[src/rtl/fuse_mode_controller.sv]
// Per-pixel fuser select sequencer. Holds the display mode (colour, edge,
// overlay, split), switches it only at frame boundaries, and registers the
// per-pixel edge/colour select for the fuser.
//
// Request handshake: a request transfers on a rising clk edge where
// mode_req_valid && mode_req_ready. Ready is high only while no request is
// pending; a requester that sees ready low must hold valid and mode_req stable.
module fuse_mode_controller #(
  parameter int          H_ACTIVE    = 1024,
  parameter int          V_ACTIVE    = 768,
  parameter int          AUTO_FRAMES = 120,
  parameter logic [7:0]  EDGE_THRESH = 8'd128
) (
  input  logic        clk,
  input  logic        reset_n,
  input  logic [10:0] hcount,
  input  logic [9:0]  vcount,
  input  logic        frame_start,
  input  logic [23:0] edge_pixel,
  input  logic [1:0]  mode_req,
  input  logic        mode_req_valid,
  output logic        mode_req_ready,
  input  logic        auto_en,
  output logic        selectorE,
  output logic [1:0]  active_mode,
  output logic        mode_changed,
  output logic        state_dbg_o     // 1 = a request is pending (PEND)
);

  localparam int          CNT_W    = (AUTO_FRAMES > 1) ? $clog2(AUTO_FRAMES) : 1;
  localparam logic [CNT_W-1:0] CNT_LAST = CNT_W'(AUTO_FRAMES - 1);
  localparam logic [10:0] H_LIMIT  = 11'(H_ACTIVE);
  localparam logic [10:0] H_HALF   = 11'(H_ACTIVE / 2);
  localparam logic [9:0]  V_LIMIT  = 10'(V_ACTIVE);

  localparam logic [1:0] MODE_COLOR   = 2'd0;
  localparam logic [1:0] MODE_EDGE    = 2'd1;
  localparam logic [1:0] MODE_OVERLAY = 2'd2;
  localparam logic [1:0] MODE_SPLIT   = 2'd3;

  typedef enum logic {
    RUN  = 1'b0,
    PEND = 1'b1
  } state_e;

  state_e           state_q, state_d;
  logic [1:0]       pending_q, pending_d;
  logic [1:0]       mode_q, mode_d;
  logic [CNT_W-1:0] cnt_q, cnt_d;
  logic             changed_q, changed_d;
  logic             sel_q, sel_d;

  logic [7:0] intensity;
  logic       in_area;
  logic       unused_edge_bits;

  assign intensity        = edge_pixel[15:8];
  assign unused_edge_bits = ^{edge_pixel[23:16], edge_pixel[7:0]};
  assign in_area          = (hcount < H_LIMIT) && (vcount < V_LIMIT);

  // State, mode, frame counter and registered outputs.
  always_ff @(posedge clk or negedge reset_n) begin
    if (!reset_n) begin
      state_q   <= RUN;
      pending_q <= MODE_COLOR;
      mode_q    <= MODE_COLOR;
      cnt_q     <= '0;
      changed_q <= 1'b0;
      sel_q     <= 1'b0;
    end else begin
      state_q   <= state_d;
      pending_q <= pending_d;
      mode_q    <= mode_d;
      cnt_q     <= cnt_d;
      changed_q <= changed_d;
      sel_q     <= sel_d;
    end
  end

  // Mode sequencing: requests are parked in PEND until the next frame start;
  // auto-cycling only advances while no request is pending.
  always_comb begin
    state_d   = state_q;
    pending_d = pending_q;
    mode_d    = mode_q;
    cnt_d     = cnt_q;
    changed_d = 1'b0;
    if (!auto_en) begin
      cnt_d = '0;
    end
    case (state_q)
      RUN: begin
        if (auto_en && frame_start) begin
          if (cnt_q == CNT_LAST) begin
            mode_d    = mode_q + 2'd1;
            cnt_d     = '0;
            changed_d = 1'b1;
          end else begin
            cnt_d = cnt_q + 1'b1;
          end
        end
        // A request accepted here never applies in this same frame_start cycle.
        if (mode_req_valid) begin
          pending_d = mode_req;
          state_d   = PEND;
        end
      end
      PEND: begin
        if (frame_start) begin
          mode_d    = pending_q;
          cnt_d     = '0;
          changed_d = (pending_q != mode_q);
          state_d   = RUN;
        end
      end
      default: state_d = RUN;
    endcase
  end

  // Next per-pixel select, using the mode in effect during the input cycle.
  always_comb begin
    sel_d = 1'b0;
    if (in_area) begin
      case (mode_q)
        MODE_COLOR:   sel_d = 1'b0;
        MODE_EDGE:    sel_d = 1'b1;
        MODE_OVERLAY: sel_d = (intensity >= EDGE_THRESH);
        MODE_SPLIT:   sel_d = (hcount < H_HALF);
        default:      sel_d = 1'b0;
      endcase
    end
  end

  assign mode_req_ready = (state_q == RUN);
  assign selectorE      = sel_q;
  assign active_mode    = mode_q;
  assign mode_changed   = changed_q;
  assign state_dbg_o    = (state_q == PEND);

endmodule
[config.mk]
export PLATFORM = sky130hd
export DESIGN_NAME = fuse_mode_controller
export DESIGN_NICKNAME = d
export VERILOG_FILES = /design/src/rtl/fuse_mode_controller.sv
export SDC_FILE = /design/constraint.sdc
export NUM_CORES = 1
export LEC_CHECK = 0
export ABC_AREA = 1
export BUFFER_PORTS_ARGS = -buffer_cell sky130_fd_sc_hd__buf_2
export CORE_ASPECT_RATIO = 1.25
export CORE_MARGIN = 2
export CORE_UTILIZATION = 39
export CTS_CLUSTER_DIAMETER = 60
export DETAILED_ROUTE_END_ITERATION = 7
export GPL_TIMING_DRIVEN = 0
export PLACE_DENSITY = 0.87
export SLEW_MARGIN = 20
export SYNTH_ARGS = -nofsm -noshare
export SYNTH_HDL_FRONTEND = slang
export SYNTH_SLANG_ARGS = --single-unit
export TNS_END_PERCENT = 100
[constraint.sdc]
create_clock -name clk -period 1.3 [get_ports clk]
set_input_delay 0.065 -clock clk [delete_from_list [all_inputs] [get_ports clk]]
set_output_delay 0.065 -clock clk [all_outputs]
set_load 0.01 [all_outputs]
==> reports/metrics.csv <==
metric,value,unit
outcome,completed,
Setup TNS,0,ns
Peak VDD IR,512,uV
"Slew Viols, Final",0,
Yosys Warn Count,0,
M1 GR Usage,16.4,%
first-pass detailed-route iteration total,4,
post-route antenna net violation count,0,
Sw Pwr,405,uW
sequential share of power,48.1,%
ordered cell list for the critical path,ha_4 > nand3_1 > nor2_1 > nor2_2 > nand3_1 > nand2_1,
fin cells,142,
Yosys cell types,20,
Post-Syn Instances,97,
via density per instance,5.19,
Root Buffer,clkbuf_4,
met3 GRT Util,3.02,%
Die Ht,53.9,um
WHS Endpoint,state_dbg_o,
GR Layer Usage met2,32.4,%
hold crit path type,input pin to register,
post-route worst setup slack,0.0798,ns
drt initial violations,17,
die area,2370,um^2
register area share after synthesis,45.0,%
H-tree Lvls,1,
Syn Std Cell Area,778,um^2
top-area cell type share of the netlist area,45.0,%
worst hold path depth,2,
Post-Route WL,1.66,mm
CP max stage delay,0.46,ns
fraction of layout cells with a size suffix above 1,26.2,%
core area,1940,um^2
Leak,0.000482,uW
port bufs,17,
grt ovf,0,
clk_skew,0.00238,ns
"Net Count, Synth",152,
pin count of the biggest net entering global routing,15,
top area cells in the synthesized netlist,"dfrtp_1, nand2_1, nand3_1",
Area Growth Syn to Fin,25.4,%
max_cap viols,0,
combinational cell fraction of total power,26.1,%
Internal,823,uW
CP most frequent cell,nand3_1,
clock share of power,25.8,%
fmax,0.820,GHz
CTS tree,yes,
initial core utilization,40.2,%
global-route wire length before repair,2.77,mm
post-synthesis register bit count,14,
Sw Share,33.0,%
initial antenna violation count,0,
Placed Cells,134,
dpl hpwl,1.21,mm
DR WL/cell,11.7,um
Remaining DRCs,0,
post-route clock period utilization,93.9,%
crit path capture type,register,
Syn Area/Cell,8.02,um^2
r2r setup slk,0.08,ns
Final setup viols,0,
worst-margin pin slew,0.474,ns
Worst Reg2Reg Path Length in Cells,6,
die width,44.0,um
vias in the first global route,689,
Top Ports,58,
cell taking the most area after synthesis,dfrtp_1,
PwrDens,1260,nW/um^2
DP Worst Slack,0.0296,ns
total track usage,16.1,%
startpoint types,register,
"Buf+Inv Stages, Crit Path",0,
total power,1230,uW
Worst Hold Launch,frame_start,
Max Root-Sink Buffers,2,
vias post-DR,737,
RR Endpoint,cnt_q[3],
Sink Count,14,
crit path DAT,1.44,ns
clock latency at the later pin of the worst-skew pair,0.28,ns
global placement routability congestion,0.818,
Fin. Hold Viols,0,
clock buffer count from CTS,3,
min Tclk post-route,1.22,ns
worst hold slack,0.0379,ns
cell family with most CP delay,simple AND/OR/NAND/NOR gates,
r2r startpoint,cnt_q[0],
nets,178,
RSZ-0062 raised after global routing,no,
ANT cells,0,
slowest cell on the critical path,dfrtp_2,
critical path data required time,1.52,ns
GRT Max-Usage Layer,met2,
row count,18,
Slew Limit Headroom,68.3,%
largest fanout on the critical path,5,
"Reg clk slew, reported paths",0.09,ns
Setup CP Type,register to register,
-- area by class of cell --
class                   count  area [um^2]
fillers                   186          961
multi-input cells          73          402
flip-flops and latches     14          352
repair buffers             21          123
clock buffers               4         36.3
inverters                   9         33.8
well taps                  20         25.0
plain buffers               1         5.00
-- cell families after synthesis --
family / share of synthesized area [%]
compound gates: 5.95
xor+xnor: 4.50
fa+ha+maj: 4.82
buf+inv: 4.98
flops: 45.0
mux: 2.89
simple gates: 31.8
-- Yosys cell counts --
| library cell | count |
|---|---|
| and2_1 | 1 |
| nor2_1 | 4 |
| nand2_1 | 32 |
| nand3_1 | 12 |
| nand2_2 | 2 |
| dfrtp_1 | 14 |
| a31oi_1 | 1 |
| nor2_2 | 1 |
| inv_2 | 2 |
| ha_1 | 3 |
| nand3_2 | 1 |
| xnor2_1 | 4 |
| inv_1 | 6 |
| buf_2 | 1 |
| nand4_1 | 1 |
| nor2_4 | 1 |
| o21ai_0 | 7 |
| a21oi_1 | 1 |
| mux2_1 | 2 |
| clkinv_1 | 1 |
-- flip-flops by register name, summed over array words and instances, names as in the netlist --
register	cells
cnt_q	7
pending_q	2
mode_changed	1
selectorE	1
state_dbg_o	1
active_mode	2
-- cell usage in the layout, fill, tap and decap left out --
| cell | n |
|---|---|
| nand2_1 | 32 |
| buf_2 | 18 |
| dfrtp_1 | 13 |
| nand3_1 | 12 |
| o21ai_0 | 7 |
| inv_1 | 6 |
| nor2_1 | 4 |
| xnor2_1 | 4 |
| clkbuf_4 | 3 |
| dlygate4sd3_1 | 3 |
| inv_2 | 2 |
| nand2_2 | 2 |
| mux2_1 | 2 |
| ha_1 | 2 |
| clkinv_1 | 1 |
| nor2_2 | 1 |
| nand4_1 | 1 |
| nor2_4 | 1 |
| nand3_2 | 1 |
| and2_1 | 1 |
| a21oi_1 | 1 |
| a31oi_1 | 1 |
| ha_4 | 1 |
| clkbuf_8 | 1 |
| dfrtp_2 | 1 |
| buf_4 | 1 |
-- metrics by stage --
| step | cell area, um^2 | utilization, % |
|---|---|---|
| final | 976 | 50.4 |
| after global routing | 976 | 50.4 |
| after CTS | 955 | 49.3 |
| after detailed placement | 888 | 45.9 |
| after global placement | 888 | 45.9 |
| after floorplan | 778 | - |
-- how the worst max path moves through the flow --
stage / depth (start not counted) / to / startpoint
global route: 6 / cnt_q[6] / cnt_q[1]
CTS: 6 / cnt_q[5] / cnt_q[0]
finish: 6 / cnt_q[3] / cnt_q[0]
floorplan: 6 / mode_changed / cnt_q[0]
detailed placement: 6 / cnt_q[3] / cnt_q[0]
global placement: 6 / cnt_q[3] / cnt_q[0]
-- power groups by stage --
stage	registers (uW)	clock network (uW)	logic, uW
3_5_place_dp	597	0	308
2_1_floorplan	602	0	162
3_3_place_gp	589	0	284
4_1_cts	588	324	317
5_1_grt	602	347	370
6_report	590	317	321
-- metal layers --
metal,up-vias,routed length [um]
met5,-,0
met4,0,17
met3,2,97
met2,24,859
met1,348,682
li1,363,-
-- what timing repair did --
item,CTS,global route
endpoints found under the hold margin,16,0
setup endpoints to repair,0,8
setup buffers,0,1
hold buffers,3,0
resized for setup,0,3
Note: power is estimated with default switching activity, not from simulation.
